File: src/rtl/jt10_adpcm_defs.sv
// Shared definitions for the ADPCM-A ROM fetch path: sizes, FSM states and nibble order.
package jt10_adpcm_defs;

    localparam int unsigned ROM_AW = 25;
    localparam int unsigned NCH    = 6;

    typedef enum logic [1:0] {
        ST_IDLE = 2'd0,
        ST_REQ  = 2'd1,
        ST_DONE = 2'd2
    } fetch_st_e;

    // High nibble is played first: sel=0 picks [7:4]
    localparam logic SEL_HI = 1'b0;

    typedef struct packed {
        logic [ROM_AW-1:0] tag;
        logic [NCH-1:0]    ch;
        logic              sel;
    } miss_t;

    function automatic logic [3:0] pick_nib(input logic [7:0] b, input logic s);
        return (s == SEL_HI) ? b[7:4] : b[3:0];
    endfunction

endpackage

File: src/rtl/jt10_adpcm_rom_cache.sv
// One-byte-per-channel cache: combinational one-hot lookup, synchronous fill and invalidate.
module jt10_adpcm_rom_cache #(
    parameter int unsigned AW = 25,
    parameter int unsigned N  = 6
) (
    input  logic          clk,
    input  logic          rst_n,
    input  logic [N-1:0]  rd_sel_i,
    input  logic [AW-1:0] rd_tag_i,
    output logic          hit_c_o,
    output logic [7:0]    rd_byte_c_o,
    input  logic          wr_en_i,
    input  logic [N-1:0]  wr_sel_i,
    input  logic [AW-1:0] wr_tag_i,
    input  logic [7:0]    wr_byte_i,
    input  logic          inv_en_i,
    input  logic [N-1:0]  inv_sel_i
);

    logic [N-1:0]  valid_q, valid_d;
    logic [AW-1:0] tag_q  [N];
    logic [7:0]    byte_q [N];

    always_comb begin
        valid_d = valid_q;
        for (int unsigned i = 0; i < N; i++) begin
            if (inv_en_i && inv_sel_i[i]) begin
                valid_d[i] = 1'b0;
            end else if (wr_en_i && wr_sel_i[i]) begin
                valid_d[i] = 1'b1;
            end
        end
    end

    always_ff @(posedge clk or negedge rst_n) begin
        if (!rst_n) begin
            valid_q <= '0;
        end else begin
            valid_q <= valid_d;
        end
    end

    // Payload carries no reset; valid_q guards every read
    always_ff @(posedge clk) begin
        for (int unsigned i = 0; i < N; i++) begin
            if (wr_en_i && wr_sel_i[i]) begin
                tag_q[i]  <= wr_tag_i;
                byte_q[i] <= wr_byte_i;
            end
        end
    end

    always_comb begin
        hit_c_o     = 1'b0;
        rd_byte_c_o = '0;
        for (int unsigned i = 0; i < N; i++) begin
            if (rd_sel_i[i]) begin
                if (valid_q[i] && (tag_q[i] == rd_tag_i)) begin
                    hit_c_o = 1'b1;
                end
                rd_byte_c_o = rd_byte_c_o | byte_q[i];
            end
        end
    end

endmodule

File: src/rtl/jt10_adpcm_rom_fetch.sv
// ADPCM-A ROM responder: per-slot capture, cache lookup, deadline-bounded memory fetch.
module jt10_adpcm_rom_fetch #(
    parameter int unsigned ROM_AW = jt10_adpcm_defs::ROM_AW,
    parameter int unsigned NCH    = jt10_adpcm_defs::NCH
) (
    input  logic              rst_n,
    input  logic              clk,
    input  logic              cen,
    input  logic [NCH-1:0]    cur_ch,
    input  logic [19:0]       addr_in,
    input  logic [4:0]        bank,
    input  logic              sel,
    input  logic              roe_n,
    input  logic              clr,
    output logic [ROM_AW-1:0] rom_addr,
    output logic              rom_cs,
    input  logic [7:0]        rom_data,
    input  logic              rom_ok,
    output logic [3:0]        data,
    output logic              data_valid,
    output logic              late
);
    import jt10_adpcm_defs::*;

    fetch_st_e         state_q, state_d;
    logic [ROM_AW-1:0] rom_addr_q, rom_addr_d;
    logic              rom_cs_q, rom_cs_d;
    miss_t             miss_q, miss_d;
    logic              pend_q, pend_d;
    logic [3:0]        nib_q, nib_d;
    logic              prev_hit_q, prev_hit_d;
    logic              prev_miss_q, prev_miss_d;
    logic [3:0]        hit_nib_q, hit_nib_d;
    logic [3:0]        data_q, data_d;
    logic              dv_q, dv_d;
    logic              late_q, late_d;

    logic              onehot_c, cap_c, lookup_c, hit_c, hit_eff_c, new_miss_c, wr_en_c;
    logic [7:0]        cbyte_c;
    logic [ROM_AW-1:0] tag_c;

    assign tag_c      = ROM_AW'({bank, addr_in});
    assign onehot_c   = (cur_ch != '0) && ((cur_ch & (cur_ch - NCH'(1))) == '0);
    assign cap_c      = cen && onehot_c;
    assign lookup_c   = cap_c && !roe_n;
    // A restart on this slot must never be served from the stale entry
    assign hit_eff_c  = hit_c && !clr;
    assign new_miss_c = lookup_c && !hit_eff_c;

    jt10_adpcm_rom_cache #(
        .AW (ROM_AW),
        .N  (NCH)
    ) u_cache (
        .clk         (clk),
        .rst_n       (rst_n),
        .rd_sel_i    (cur_ch),
        .rd_tag_i    (tag_c),
        .hit_c_o     (hit_c),
        .rd_byte_c_o (cbyte_c),
        .wr_en_i     (wr_en_c),
        .wr_sel_i    (miss_q.ch),
        .wr_tag_i    (rom_addr_q),
        .wr_byte_i   (rom_data),
        .inv_en_i    (cap_c && clr),
        .inv_sel_i   (cur_ch)
    );

    always_comb begin
        state_d     = state_q;
        rom_addr_d  = rom_addr_q;
        rom_cs_d    = rom_cs_q;
        miss_d      = miss_q;
        pend_d      = pend_q;
        nib_d       = nib_q;
        prev_hit_d  = prev_hit_q;
        prev_miss_d = prev_miss_q;
        hit_nib_d   = hit_nib_q;
        data_d      = data_q;
        dv_d        = dv_q;
        late_d      = late_q;
        wr_en_c     = 1'b0;

        if (new_miss_c) begin
            miss_d = '{tag: tag_c, ch: cur_ch, sel: sel};
        end

        unique case (state_q)
            ST_IDLE: begin
                if (pend_q) begin
                    state_d    = ST_REQ;
                    rom_cs_d   = 1'b1;
                    rom_addr_d = miss_q.tag;
                    pend_d     = 1'b0;
                end
            end
            ST_REQ: begin
                // The slot boundary wins over a simultaneous rom_ok
                if (cen) begin
                    state_d  = ST_IDLE;
                    rom_cs_d = 1'b0;
                end else if (rom_ok) begin
                    state_d  = ST_DONE;
                    rom_cs_d = 1'b0;
                    wr_en_c  = 1'b1;
                    nib_d    = pick_nib(rom_data, miss_q.sel);
                end
            end
            ST_DONE: begin
                if (cen) begin
                    state_d = ST_IDLE;
                end
            end
            default: begin
                state_d  = ST_IDLE;
                rom_cs_d = 1'b0;
            end
        endcase

        // After an abort rom_cs spends one clk low before the address may move
        if (new_miss_c) begin
            if (state_q == ST_REQ) begin
                pend_d = 1'b1;
            end else begin
                state_d    = ST_REQ;
                rom_cs_d   = 1'b1;
                rom_addr_d = tag_c;
                pend_d     = 1'b0;
            end
        end

        if (cen) begin
            if (prev_hit_q) begin
                data_d = hit_nib_q;
                dv_d   = 1'b1;
                late_d = 1'b0;
            end else if (prev_miss_q) begin
                dv_d = 1'b1;
                if (state_q == ST_DONE) begin
                    data_d = nib_q;
                    late_d = 1'b0;
                end else begin
                    data_d = 4'h0;
                    late_d = 1'b1;
                end
            end else begin
                dv_d   = 1'b0;
                late_d = 1'b0;
            end
            prev_hit_d  = lookup_c && hit_eff_c;
            prev_miss_d = new_miss_c;
            hit_nib_d   = pick_nib(cbyte_c, sel);
        end
    end

    always_ff @(posedge clk or negedge rst_n) begin
        if (!rst_n) begin
            state_q     <= ST_IDLE;
            rom_addr_q  <= '0;
            rom_cs_q    <= 1'b0;
            miss_q      <= '0;
            pend_q      <= 1'b0;
            nib_q       <= '0;
            prev_hit_q  <= 1'b0;
            prev_miss_q <= 1'b0;
            hit_nib_q   <= '0;
            data_q      <= '0;
            dv_q        <= 1'b0;
            late_q      <= 1'b0;
        end else begin
            state_q     <= state_d;
            rom_addr_q  <= rom_addr_d;
            rom_cs_q    <= rom_cs_d;
            miss_q      <= miss_d;
            pend_q      <= pend_d;
            nib_q       <= nib_d;
            prev_hit_q  <= prev_hit_d;
            prev_miss_q <= prev_miss_d;
            hit_nib_q   <= hit_nib_d;
            data_q      <= data_d;
            dv_q        <= dv_d;
            late_q      <= late_d;
        end
    end

    assign rom_addr   = rom_addr_q;
    assign rom_cs     = rom_cs_q;
    assign data       = data_q;
    assign data_valid = dv_q;
    assign late       = late_q;

endmodule

File: config.mk
export PLATFORM = sky130hd
export DESIGN_NAME = jt10_adpcm_rom_fetch
export DESIGN_NICKNAME = d
export VERILOG_FILES = /design/src/rtl/jt10_adpcm_defs.sv /design/src/rtl/jt10_adpcm_rom_cache.sv /design/src/rtl/jt10_adpcm_rom_fetch.sv
export SDC_FILE = /design/constraint.sdc
export NUM_CORES = 1
export LEC_CHECK = 0
export BUFFER_PORTS_ARGS = -buffer_cell sky130_fd_sc_hd__buf_2
export CAP_MARGIN = 5
export CORE_MARGIN = 4
export CORE_UTILIZATION = 40
export DETAILED_ROUTE_END_ITERATION = 8
export GPL_TIMING_DRIVEN = 1
export HOLD_SLACK_MARGIN = 0.03
export MAX_ROUTING_LAYER = met4
export PLACE_DENSITY_LB_ADDON = 0.15
export SYNTH_ARGS = -nofsm -noshare
export SYNTH_HDL_FRONTEND = slang
export SYNTH_HIERARCHICAL = 1
export SYNTH_SLANG_ARGS = --single-unit
File: constraint.sdc
create_clock -name clk -period 3.4 [get_ports clk]
set_input_delay 0.68 -clock clk [delete_from_list [all_inputs] [get_ports clk]]
set_output_delay 0.68 -clock clk [all_outputs]
set_load 0.02 [all_outputs]
Yosys cells after proc, flatten, opt, wreduce, memory -nomap -nowiden
Memories as Yosys holds them, arrays and structs flattened.
Cells that the tools add are included.

word-level totals
  output and inout port bits = 32
  bits of input ports = 46
  register bits after elaboration = 83
  memories = 2
  RAM bits = 198
  logic and storage cells = 154

memories
  name            words  bits a word  rd ports  clocked after Yosys merged registers in  write ports  line                        RTL
  u_cache.tag_q   6      25           6         0                                        6            jt10_adpcm_rom_cache.sv:21  logic [AW-1:0] tag_q [N];
  u_cache.byte_q  6      8            6         0                                        6            jt10_adpcm_rom_cache.sv:22  logic [7:0] byte_q [N];

operators by class
  equal/unequal tests = 8
  reduce and logical (&&, ||, !) cells = 41
  multiplexer cells = 75
  add/subtract/negate cells = 1
  bitwise logic cells = 7

operators by type and width
  operator             count
  $eq 25x25->1         6
  $mux 25              4
  $mux 1               52
  $mux 8               6
  $or 8x8->8           5
  $logic_and 1x1->1    25
  $mux 4               5
  $reduce_bool 2->1    8
  $mux 2               6
  $and 6x6->6          1
  $logic_not 6->1      1
  $pmux 2 s3           1
  $reduce_bool 6->1    1
  $sub 6x1->6 const B  1
  $logic_not 1->1      3
  $pmux 1 s3           1
  $reduce_and 3->1     1
  $eq 2x1->1 const B   1
  $eq 2x2->1 const B   1
  $logic_not 2->1      1
  $reduce_and 2->1     1
  $not 1->1            1

Logic depth before layout (Yosys ltp)
  word-level depth = 18
  gate-level depth with buffers = 13
  mapped depth without buffers = 10

Cells and area by module
The synthesis kept the hierarchy.

modules (own cells, without submodules)
  module                cells an instance  instances  seq. area each (µm²)  area an instance (µm²)
  jt10_adpcm_rom_cache  486                1          6095.8                8405.6
  jt10_adpcm_rom_fetch  293                1          1926.8                3423.3

Worst setup path after synthesis
No wires, ideal clock.

  kind = input -> register
  from = in cen
  to = mem u_cache.byte_q[0][0], enable pin
  path buffers = 1
  setup time = 0.394 ns
  slack = 0.790 ns
  arrival = 2.216 ns
  cell stages on the path = 3
  required time = 3.006 ns
  cells stage by stage = clkbuf_1 > nor2_1 > and2_1

RTL lines
  item         line                        RTL
  from (decl)  jt10_adpcm_rom_fetch.sv:8   input logic cen,
  to (decl)    jt10_adpcm_rom_cache.sv:22

==> out/summary.md <==
Global route
• 7057 — number of global-route vias before repair
• 0.191 — overall track demand over capacity in global routing
• 84 — largest net degree at the start of global routing
• 45.9 mm — first-pass GRT wire length
• 0 — global route overflow
• 0 — initial antenna violation count

Drt
• 5.33 — number of vias per cell
• 486 — number of design-rule violations left by the first detailed-router iteration
• 24.0 um — wire length per cell
• 5 — number of search-and-repair iterations in the first detailed-routing pass
• 0 — Post-DRT Antenna Nets
• 0 — # DRC
• 6814 — Via Count
• 30.6 mm — Total Wirelength

Clocking
• 29 — clock buffer count from CTS
• built — TritonCTS clock tree
• 0 — Gates resized, CTS repair
• 3 — number of buffers on the longest clock path
• 0.07 ns — Clock Pin Slew Worst Setup and Hold Paths
• 0.56 ns — later-pin clock latency in the skew report
• clkbuf_16 — library cell used as clock root buffer
• 281 — Sinks on Clock Net
• 0 — number of buffers inserted by post-CTS setup repair
• 0 — Hold Buf Count CTS
• 1 — level count of the clock H-tree

Yosys
• edfxtp_1 (50%), dfrtp_1 (18%), xnor2_1 (9.2%), mux2_2 (2.9%), mux2i_1 (2.8%) — top cells by area, synth
• edfxtp_1 — cell type with the highest aggregate area in the netlist
• 825 — Synthesized Nets
• 0.678 — part of the Yosys area used for sequential elements
• 15.2 um^2 — Synth Area per Inst
• 0.503 — Synth top area share
• 281 — Seq cells post-synth
• 11800 um^2 — post-synthesis cell area
• 779 — cell count after synthesis
• 6 — Ys Warns
• 42 — number of distinct standard cells referenced by the synthesized netlist

Layout
• 917 — net count reported at finish
• edfxtp_1 (198), xnor2_1 (124), dfrtp_1 (83) — top library cells by usage in the layout, fill and taps aside
• 1278 — Layout Cells excl Fill
• edfxtp_1 — most common cell after layout, fill and taps aside
• 0.225 — fraction of layout instances using a drive strength above 1
• 0 — number of diodes
• 14.9% — Area growth, synth to finish

Die
• 32400 um^2 — DIE AREA
• 62 — Site Rows
• 0.409 — effective utilization at floorplan
• 28900 um^2 — total core area
• 78 — # IOs
• 180 um — Die Y-Extent
• 180 um — x dimension of the die

Critical path
• 0.08 ns — worst reg2reg setup slack
• 8 — highest fanout seen on the critical path
• flip-flop to flip-flop — critical setup path kind
• 3.86 ns — required time of the critical path
• flip-flop — startpoint type of the worst setup path
• 3.78 ns — Arr. time, crit path
• flip-flop — element type at the critical path end

Placement
• 0.867 — weighted congestion reported at the end of routability-driven placement
• 77 — number of buffers inserted by port buffering
• 20.1 mm — half-perimeter wire length after placement
• 1224 — number of instances in the placed design

Power
• 4.72 nW — Static Leak
• 372 uV — largest vdd supply drop
• 0.00943 W — PnR Total Power
• 694 nW/um^2 — Pwr Density

Timing
• 0 — Setup violations, final
• 0.0273 ns — Fin Clk Skew
• 0 — count of endpoints failing hold in the final timing report
• 301 MHz — Fmax achieved
• 0 — number of max-slew violations in the final report
• 0.976 — share of the cycle needed by the critical path after routing
• no — unrepaired setup endpoints after global routing
• 3.32 ns — shortest clock period the worst path allows after layout
• 0.837 ns — Tightest Pin Transition
• 0.441 — Slew HR

Outcome
• finished clean — result of the run

Hold path
• input pin to async pin — hold crit path type

Run
• 0 — maximum capacitance violations

-- through the flow --
step	util	hold WS, ns	cell area (um^2)	TNS (ns)	setup WS [ns]
global placement	0.437	0.470	12600	-9.36	-0.229
CTS	0.470	0.174	13600	0	0.200
finish	0.470	0.162	13600	0	0.0824
global route	0.470	0.201	13600	0	0.0689
floorplan	-	0.384	11800	0	0.790
detailed placement	0.437	0.474	12600	-12.14	-0.307
-- power by group --
group	internal (W)	switching (W)	leakage (nW)
Sequential	0.00438	0.000606	2.80
Clock	0.00185	0.00130	0.471
Combinational	0.000510	0.000783	1.45
-- flip-flops by register name (all words and copies together), names as in the netlist --
name,flops
pend_q,1
late,1
data,4
nib_q,4
prev_hit_q,1
prev_miss_q,1
state_q,2
hit_nib_q,4
rom_addr,25
u_cache/valid_q,6
miss_q,32
u_cache/tag_q,150
data_valid,1
u_cache/byte_q,48
rom_cs,1
-- synth_stat cells (all sizes together) --
cell type / number
a21oi: 11
o22ai: 1
mux2i: 33
o21a: 1
buf: 38
nand3: 41
nand4: 35
o211ai: 1
a2bb2oi: 6
clkbuf: 12
a21o: 1
nor2b: 6
a211oi: 1
a22oi: 30
edfxtp: 198
and3: 1
o21ai: 36
nand3b: 2
nor2: 16
a41o: 1
nor4: 13
xnor2: 126
inv: 5
nor3: 4
nand2: 7
a211o: 1
dfrtp: 83
mux2: 30
or2: 1
o22a: 1
xor2: 25
and2: 7
nand2b: 3
nor4b: 2
-- worst paths after layout --
path	start	end	cells past startpoint
max reg2reg	u_cache/tag_q[2][9]	rom_addr[18]	11
max	u_cache/tag_q[2][9]	rom_addr[18]	11
min	rst_n	miss_q[19]	2
min reg2reg	data[1]	data[1]	2
min in group clk	rom_data[4]	u_cache/byte_q[4][4]	1
max in group asynchronous	rst_n	state_q[1]	2
-- routing by layer --
layer,routed length (um),up-vias,global-route usage,part of all wire
met3,1920,50,0.0344,0.063
met5,0,-,-,0
met4,646,0,0.0424,0.021
met2,13800,248,0.287,0.45
li1,-,3058,-,-
met1,14200,3458,0.273,0.46
-- layout make-up --
type	instances	area, um^2
repair buffers	111	706
flip-flops and latches	281	8020
well taps	384	480
clock buffers	40	827
inverters	5	18.8
fillers	2481	15300
clock inverters	14	125
multi-input cells	443	3410
-- critical path, cell delays in order, from the launching register on --
cell      delay (ns)
edfxtp_1        0.39
xnor2_1         0.28
nand4_1         0.15
nor4_1          0.72
nand4_1         0.31
nand4_1         0.21
nand2b_1        0.12
nand4_1         0.18
o211ai_4        0.13
and2_1          0.32
buf_4           0.24
o21ai_1         0.17
-- cells by family (layout without fill, tap and decap cells) --
kind of cell | count (synthesis) | after routing | synth area share
compound gates | 91 | 91 | 0.0496
xor+xnor | 151 | 151 | 0.114
buf+inv | 55 | 170 | 0.0355
flops | 281 | 281 | 0.678
mux | 63 | 63 | 0.0565
simple gates | 138 | 138 | 0.0661
Note: power is estimated with default switching activity, not from simulation.
